File: src/rtl/servant_gpio_bank.sv
// servant_gpio_bank: 32-bit Wishbone GPIO bank with per-pin output, direction, synchronised input and edge IRQs.
// Define SERVANT_GPIO_IRQ_EN to build the IE/EDGE/PEND registers, edge detector and o_irq.
module servant_gpio_bank #(
    parameter int                  NUM_GPIO    = 8,
    parameter int                  SYNC_STAGES = 2,
    parameter logic [NUM_GPIO-1:0] OUT_RESET   = {NUM_GPIO{1'b0}}
) (
    input  logic                i_wb_clk,
    input  logic                i_wb_rst_n,
    input  logic [2:0]          i_wb_adr,
    input  logic [31:0]         i_wb_dat,
    input  logic [3:0]          i_wb_sel,
    input  logic                i_wb_we,
    input  logic                i_wb_cyc,
    output logic [31:0]         o_wb_rdt,
    output logic                o_wb_ack,
    input  logic [NUM_GPIO-1:0] i_gpio,
    output logic [NUM_GPIO-1:0] o_gpio,
    output logic [NUM_GPIO-1:0] o_gpio_oe,
    output logic                o_irq
);

    // Registers are held 32 bits wide; bits at and above NUM_GPIO are forced to zero on every write.
    localparam logic [31:0] GPIO_MASK = (NUM_GPIO >= 32) ? 32'hFFFF_FFFF
                                                         : ((32'd1 << NUM_GPIO) - 32'd1);

    typedef enum logic [0:0] {
        ST_IDLE = 1'b0,
        ST_ACK  = 1'b1
    } state_t;

    state_t              state_r;
    state_t              state_nxt_s;
    logic                req_s;
    logic                wr_s;
    logic                ack_r;
    logic [31:0]         rdt_r;
    logic [31:0]         rd_s;
    logic [31:0]         wmask_s;
    logic [31:0]         wdat_s;
    logic [31:0]         out_r;
    logic [31:0]         dir_r;
    logic [31:0]         in_s;
    logic [31:0]         ie_rd_s;
    logic [31:0]         edge_rd_s;
    logic [31:0]         pend_rd_s;
    logic [NUM_GPIO-1:0] sync_r [SYNC_STAGES];

    function automatic logic [31:0] byte_mask(input logic [3:0] sel);
        byte_mask = {{8{sel[3]}}, {8{sel[2]}}, {8{sel[1]}}, {8{sel[0]}}};
    endfunction

    assign wmask_s = byte_mask(i_wb_sel) & GPIO_MASK;
    assign wdat_s  = i_wb_dat & wmask_s;
    assign in_s    = 32'(sync_r[SYNC_STAGES-1]);

    // Bus FSM state register
    always_ff @(posedge i_wb_clk or negedge i_wb_rst_n) begin
        if (!i_wb_rst_n) begin
            state_r <= ST_IDLE;
        end else begin
            state_r <= state_nxt_s;
        end
    end

    // Bus FSM next-state logic
    always_comb begin
        state_nxt_s = state_r;
        case (state_r)
            ST_IDLE: begin
                if (i_wb_cyc) begin
                    state_nxt_s = ST_ACK;
                end else begin
                    state_nxt_s = ST_IDLE;
                end
            end
            ST_ACK:  state_nxt_s = ST_IDLE;
            default: state_nxt_s = ST_IDLE;
        endcase
    end

    // Bus FSM outputs: a request is only taken in IDLE, so a cyc held through ACK cannot re-trigger
    always_comb begin
        req_s = 1'b0;
        case (state_r)
            ST_IDLE: req_s = i_wb_cyc;
            ST_ACK:  req_s = 1'b0;
            default: req_s = 1'b0;
        endcase
        wr_s = req_s & i_wb_we;
    end

    // Read data multiplexer
    always_comb begin
        rd_s = 32'd0;
        case (i_wb_adr)
            3'd0:    rd_s = out_r;
            3'd1:    rd_s = dir_r;
            3'd2:    rd_s = in_s;
            3'd3:    rd_s = ie_rd_s;
            3'd4:    rd_s = edge_rd_s;
            3'd5:    rd_s = pend_rd_s;
            default: rd_s = 32'd0;
        endcase
    end

    // Registered acknowledge and read data
    always_ff @(posedge i_wb_clk or negedge i_wb_rst_n) begin
        if (!i_wb_rst_n) begin
            ack_r <= 1'b0;
            rdt_r <= 32'd0;
        end else begin
            ack_r <= req_s;
            if (req_s) begin
                rdt_r <= rd_s;
            end else begin
                rdt_r <= rdt_r;
            end
        end
    end

    // OUT and DIR registers, including the SET/CLR aliases of OUT
    always_ff @(posedge i_wb_clk or negedge i_wb_rst_n) begin
        if (!i_wb_rst_n) begin
            out_r <= 32'(OUT_RESET);
            dir_r <= 32'd0;
        end else if (wr_s) begin
            case (i_wb_adr)
                3'd0:    out_r <= (out_r & ~wmask_s) | wdat_s;
                3'd1:    dir_r <= (dir_r & ~wmask_s) | wdat_s;
                3'd6:    out_r <= out_r | wdat_s;
                3'd7:    out_r <= out_r & ~wdat_s;
                default: out_r <= out_r;
            endcase
        end else begin
            out_r <= out_r;
        end
    end

    // Input synchroniser chain
    always_ff @(posedge i_wb_clk or negedge i_wb_rst_n) begin
        if (!i_wb_rst_n) begin
            for (int i = 0; i < SYNC_STAGES; i++) begin
                sync_r[i] <= {NUM_GPIO{1'b0}};
            end
        end else begin
            sync_r[0] <= i_gpio;
            for (int i = 1; i < SYNC_STAGES; i++) begin
                sync_r[i] <= sync_r[i-1];
            end
        end
    end

`ifdef SERVANT_GPIO_IRQ_EN
    logic [31:0] ie_r;
    logic [31:0] edge_r;
    logic [31:0] pend_r;
    logic [31:0] prev_r;
    logic [31:0] event_s;
    logic [31:0] w1c_s;
    logic        irq_r;

    assign event_s = ie_r & ((edge_r & in_s & ~prev_r) | (~edge_r & ~in_s & prev_r));

    // Write-1-to-clear mask for PEND
    always_comb begin
        if (wr_s && (i_wb_adr == 3'd5)) begin
            w1c_s = wdat_s;
        end else begin
            w1c_s = 32'd0;
        end
    end

    // Interrupt registers; an edge in the same cycle as a W1C keeps the bit set
    always_ff @(posedge i_wb_clk or negedge i_wb_rst_n) begin
        if (!i_wb_rst_n) begin
            ie_r   <= 32'd0;
            edge_r <= 32'd0;
            pend_r <= 32'd0;
            prev_r <= 32'd0;
            irq_r  <= 1'b0;
        end else begin
            if (wr_s) begin
                case (i_wb_adr)
                    3'd3:    ie_r   <= (ie_r & ~wmask_s) | wdat_s;
                    3'd4:    edge_r <= (edge_r & ~wmask_s) | wdat_s;
                    default: ie_r   <= ie_r;
                endcase
            end else begin
                ie_r <= ie_r;
            end
            prev_r <= in_s;
            pend_r <= (pend_r & ~w1c_s) | event_s;
            irq_r  <= |(pend_r & ie_r);
        end
    end

    assign ie_rd_s   = ie_r;
    assign edge_rd_s = edge_r;
    assign pend_rd_s = pend_r;
    assign o_irq     = irq_r;
`else
    assign ie_rd_s   = 32'd0;
    assign edge_rd_s = 32'd0;
    assign pend_rd_s = 32'd0;
    assign o_irq     = 1'b0;
`endif

    assign o_wb_ack  = ack_r;
    assign o_wb_rdt  = rdt_r;
    assign o_gpio    = out_r[NUM_GPIO-1:0];
    assign o_gpio_oe = dir_r[NUM_GPIO-1:0];

endmodule

File: config.mk
export PLATFORM = sky130hd
export DESIGN_NAME = servant_gpio_bank
export DESIGN_NICKNAME = d
export VERILOG_FILES = /design/src/rtl/servant_gpio_bank.sv
export SDC_FILE = /design/constraint.sdc
export NUM_CORES = 1
export LEC_CHECK = 0
export BUFFER_PORTS_ARGS = -buffer_cell sky130_fd_sc_hd__buf_2
export CAP_MARGIN = 15
export CORE_MARGIN = 8
export CORE_UTILIZATION = 31
export DETAILED_ROUTE_END_ITERATION = 10
export PLACE_DENSITY_LB_ADDON = 0.05
export SKIP_CTS_REPAIR_TIMING = 1
export SYNTH_ARGS = -nofsm -noshare
export SYNTH_HDL_FRONTEND = slang
export SYNTH_SLANG_ARGS = --single-unit
File: constraint.sdc
create_clock -name i_wb_clk -period 4.2 [get_ports i_wb_clk]
set_input_delay 0.63 -clock i_wb_clk [delete_from_list [all_inputs] [get_ports i_wb_clk]]
set_output_delay 0.63 -clock i_wb_clk [all_outputs]
set_load 0.02 [all_outputs]
======== Word level (Yosys, flattened, before mapping) ========
Index checks and enable logic that the tools add are counted.
storage, ports and cells
  flip-flop bits (word level) ............. 114
  bits in writable memories ............... 0
  bits of input ports ..................... 51
  bits in latches ......................... 0
  memories ................................ 0
  bits in read-only memories .............. 0
cells by class
  add/subtract/negate cells ............... 0
  shift-type cells ........................ 0
  divide/modulo/power cells ............... 0
  bitwise operators ....................... 11
  multipliers ............................. 0
  multiplexer cells ....................... 5
  $lt $le $gt $ge ......................... 0
  equal/unequal tests ..................... 4
  reductions and logical operators ........ 4
operators with widths
  operator            count
  $pmux 32 s3         2
  $and 32x32->32      3
  $or 32x32->32       3
  $and 32x8->32       1
  $not 32->32         1
  $not 8->32          1
  $eq 3x3->1 const B  2
  $pmux 1 s2          2
  $reduce_and 2->1    2
  $eq 3x1->1 const B  1
  $eq 3x2->1 const B  1
  $logic_not 3->1     1
  $reduce_bool 3->1   1
  $and 1x1->1         1
  $mux 1              1
  $not 1->1           1

======== Logic depth before layout (Yosys ltp) ========
  depth after elaboration ................. 4
  depth in mapped cells ................... 5
  mapped depth without buffers ............ 3

======== Least setup slack after synthesis ========
Ideal clock, no wire load.
  path type ............................... input -> register
  from .................................... input i_wb_adr[1]
  to ...................................... register with a tool-made name
  data required time ...................... 4.075 ns
  arrival time ............................ 1.550 ns
  slack ................................... 2.525 ns
  stages on the path ...................... 4
  path through ............................ buf_6 nand4b_4 nor3_4 mux2_2
RTL lines
  what             RTL line  RTL
  start, declared  10        input logic [2:0] i_wb_adr,

==> flow_summary_export.csv <==
group,metric,value,unit
synth,syn-instance-count,171,
worst_setup_path,end_kind,"register",
clock_network,cts_sinks,41,
synth,ys_ff_latch,41,
floorplan,die_h,96.6,um
timing,setup_tns,0,ns
routing,drc,0,
finish,final_common_cell,"buf_2",
routing,initialDrtViolationCount,62,
routing,wire_per_inst,18.6,um
worst_setup_path,crit_path_start_kind,"register",
clock_network,root_buffer,"clkbuf_8",
finish,antenna_cells,0,
timing,hold_viol_final,0,
synth,ys_seq_area_share,51.0,%
routing,vias,1454,
finish,drive_above_1_share,31.1,%
placed_design,gp_congestion,0.687,
clock_network,cts_tree,"yes",
routing,routed_wl,5.38,mm
floorplan,fp.coreArea,6310,um^2
worst_hold_path,hold_path_class,"reg -> reg",
floorplan,num_io_pins,101,
routing,drt_pass1_iterations,4,
floorplan,fp.dieArea,9330,um^2
timing,finalCriticalPeriod,2.05,ns
power,vdd_drop_max,0.181,mV
finish,num-nets-final,263,
floorplan,initial_core_util,31.9,%
power,intPower,0.000598,W
worst_setup_path,cpPeakStageDelay,0.65,ns
global_route,grtUsageTotal,11.9,%
timing,fin_hold_ws,0.352,ns
timing,maxSlewViolCount,0,
worst_setup_path,criticalPathCategory,"reg -> reg",
synth,netlist_area,2010,um^2
placed_design,port_buffers,48,
timing,skew,0.00435,ns
worst_setup_path,path_cells,"nand2b_1 -> nor3_4 -> mux2_2",
synth,synthTopCellsByArea,"dfrtp_1 (51%), buf_4 (11%), mux2i_1 (4.0%)",
worst_setup_path,critPathTopFamily,"simple AND/OR/NAND/NOR gates",
worst_setup_path,required,4.37,ns
timing,tightest_slew,0.931,ns
finish,area_delta_synth_final,12.4,%
routing,antenna_left,0,
synth,synth_cell_type_count,31,
synth,yosysTopAreaCell,"dfrtp_1",
clock_network,cts_buffer_depth,2,
finish,final_cell_mix,"buf_2 (48), dfrtp_1 (41), conb_1 (25)",
worst_setup_path,arrival,2.22,ns
timing,min_period_over_period,48.8,%
routing,vias_per_cell,5.03,
finish,utilization,35.8,%
outcome,status,"finished clean",
clock_network,clock_latency,0.28,ns
placed_design,dpl.hpwl,3.65,mm
clock_network,htreeDepth,2,
flow_run,drv_cap,0,
worst_setup_path,cp.buffers_inverters,0,
finish,fill_cells,658,
worst_setup_path,cp_slowest_cell,"nor3_4",
worst_setup_path,crit_fanout,11,
timing,setup_viol,0,
power,switchingPower,0.000248,W
power,power_leakage,1.09,nW
power,clkPwrFrac,30.7,%
power,comb_power_share,17.7,%
timing,rsz0062_at_grt,"false",
global_route,grt_pass1_wl,8.28,mm
global_route,grt_pass1_vias,1560,
floorplan,rows,29,
power,swShare,29.3,%
power,power.share.sequential,51.6,%
clock_network,path_clk_slew,0.08,ns
clock_network,numCtsBuffers,5,
global_route,grt_max_degree,42,
power,power.density,374,nW/um^2
floorplan,die_w,96.6,um
timing,relSlewSlack,37.9,%
synth,yosysWarnings,0,
global_route,gr-total-overflow,0,
synth,synth_top_area_share,51.0,%
synth,syn-mean-instance-area,11.8,um^2
timing,max_freq,0.488,GHz
global_route,antenna_found_initial,0,
final timing paths:
kind | start | to | slack, ns | cells past startpoint
setup / recovery | o_wb_ack | register | 2.15 | 3
hold / removal | sync_r[10] | in_s[2] | 0.35 | 0
setup reg to reg | o_wb_ack | register | 2.15 | 3
hold reg to reg | sync_r[10] | in_s[2] | 0.35 | 0
max in group asynchronous | i_wb_rst_n | out_r[6] | 3.14 | 1
min in group asynchronous | i_wb_rst_n | sync_r[10] | 0.48 | 1
worst register-to-register path: stages (launching register included):
cell      delay, ns
dfrtp_1        0.40
nand2b_1       0.48
nor3_4         0.65
mux2_2         0.40
cell type report:
| cell class | count | area [um^2] | share of cell area [%] |
|---|---|---|---|
| clock buffers | 7 | 86.3 | 3.82 |
| inverters | 2 | 7.51 | 0.332 |
| multi-input cells | 114 | 806 | 35.6 |
| flip-flops and latches | 41 | 1030 | 45.4 |
| well taps | 77 | 96.3 | 4.26 |
| repair buffers | 48 | 240 | 10.6 |
per-layer routing:
layer	routed length (um)	GRT usage (%)	part of all wire, %
met3	464	3.48	8.6
met2	2590	19.6	48
met5	0	0	0
met1	2270	14.6	42
met4	51	4.04	0.95
stage by stage:
step / instance area [um^2] / std cells / total power, W / setup slack, ns
2_1_floorplan: 2100 / 195 / 0.000557 / 2.53
3_3_place_gp: 2180 / 282 / 0.000592 / 1.86
3_5_place_dp: 2180 / 282 / 0.000596 / 1.84
4_1_cts: 2260 / 289 / 0.000861 / 2.09
5_1_grt: 2260 / 289 / 0.000894 / 2.04
6_report: 2260 / 289 / 0.000845 / 2.15
power by group through the flow:
stage                     clock network [W]  logic (W)  registers (W)
after detailed placement                  0   0.000151       0.000445
after global routing               0.000290   0.000162       0.000441
final                              0.000260   0.000149       0.000436
after global placement                    0   0.000149       0.000443
after CTS                          0.000273   0.000151       0.000437
after floorplan                           0  0.0000916       0.000466
cells in the mapped netlist (all sizes together):
cell type,number
dfrtp,41
a22o,8
a221oi,1
nor2,7
and4b,1
mux2,8
a2111oi,7
conb,1
nand2b,3
o21ai,8
mux2i,8
a31oi,8
or2,1
clkbuf,3
nand4b,2
a211oi,1
nor2b,1
o2bb2ai,8
nand3,8
inv,2
nor4,7
buf,35
o31ai,1
nor3,1
logic make-up after synthesis:
| logic type | after synthesis | share of synthesized area, % |
|---|---|---|
| compound gates | 42 | 17.0 |
| buf+inv | 40 | 13.5 |
| flops | 41 | 51.0 |
| mux | 16 | 8.45 |
| other cells | 1 | 0.186 |
| simple gates | 31 | 9.94 |
Power figures use the tool's default switching activity.
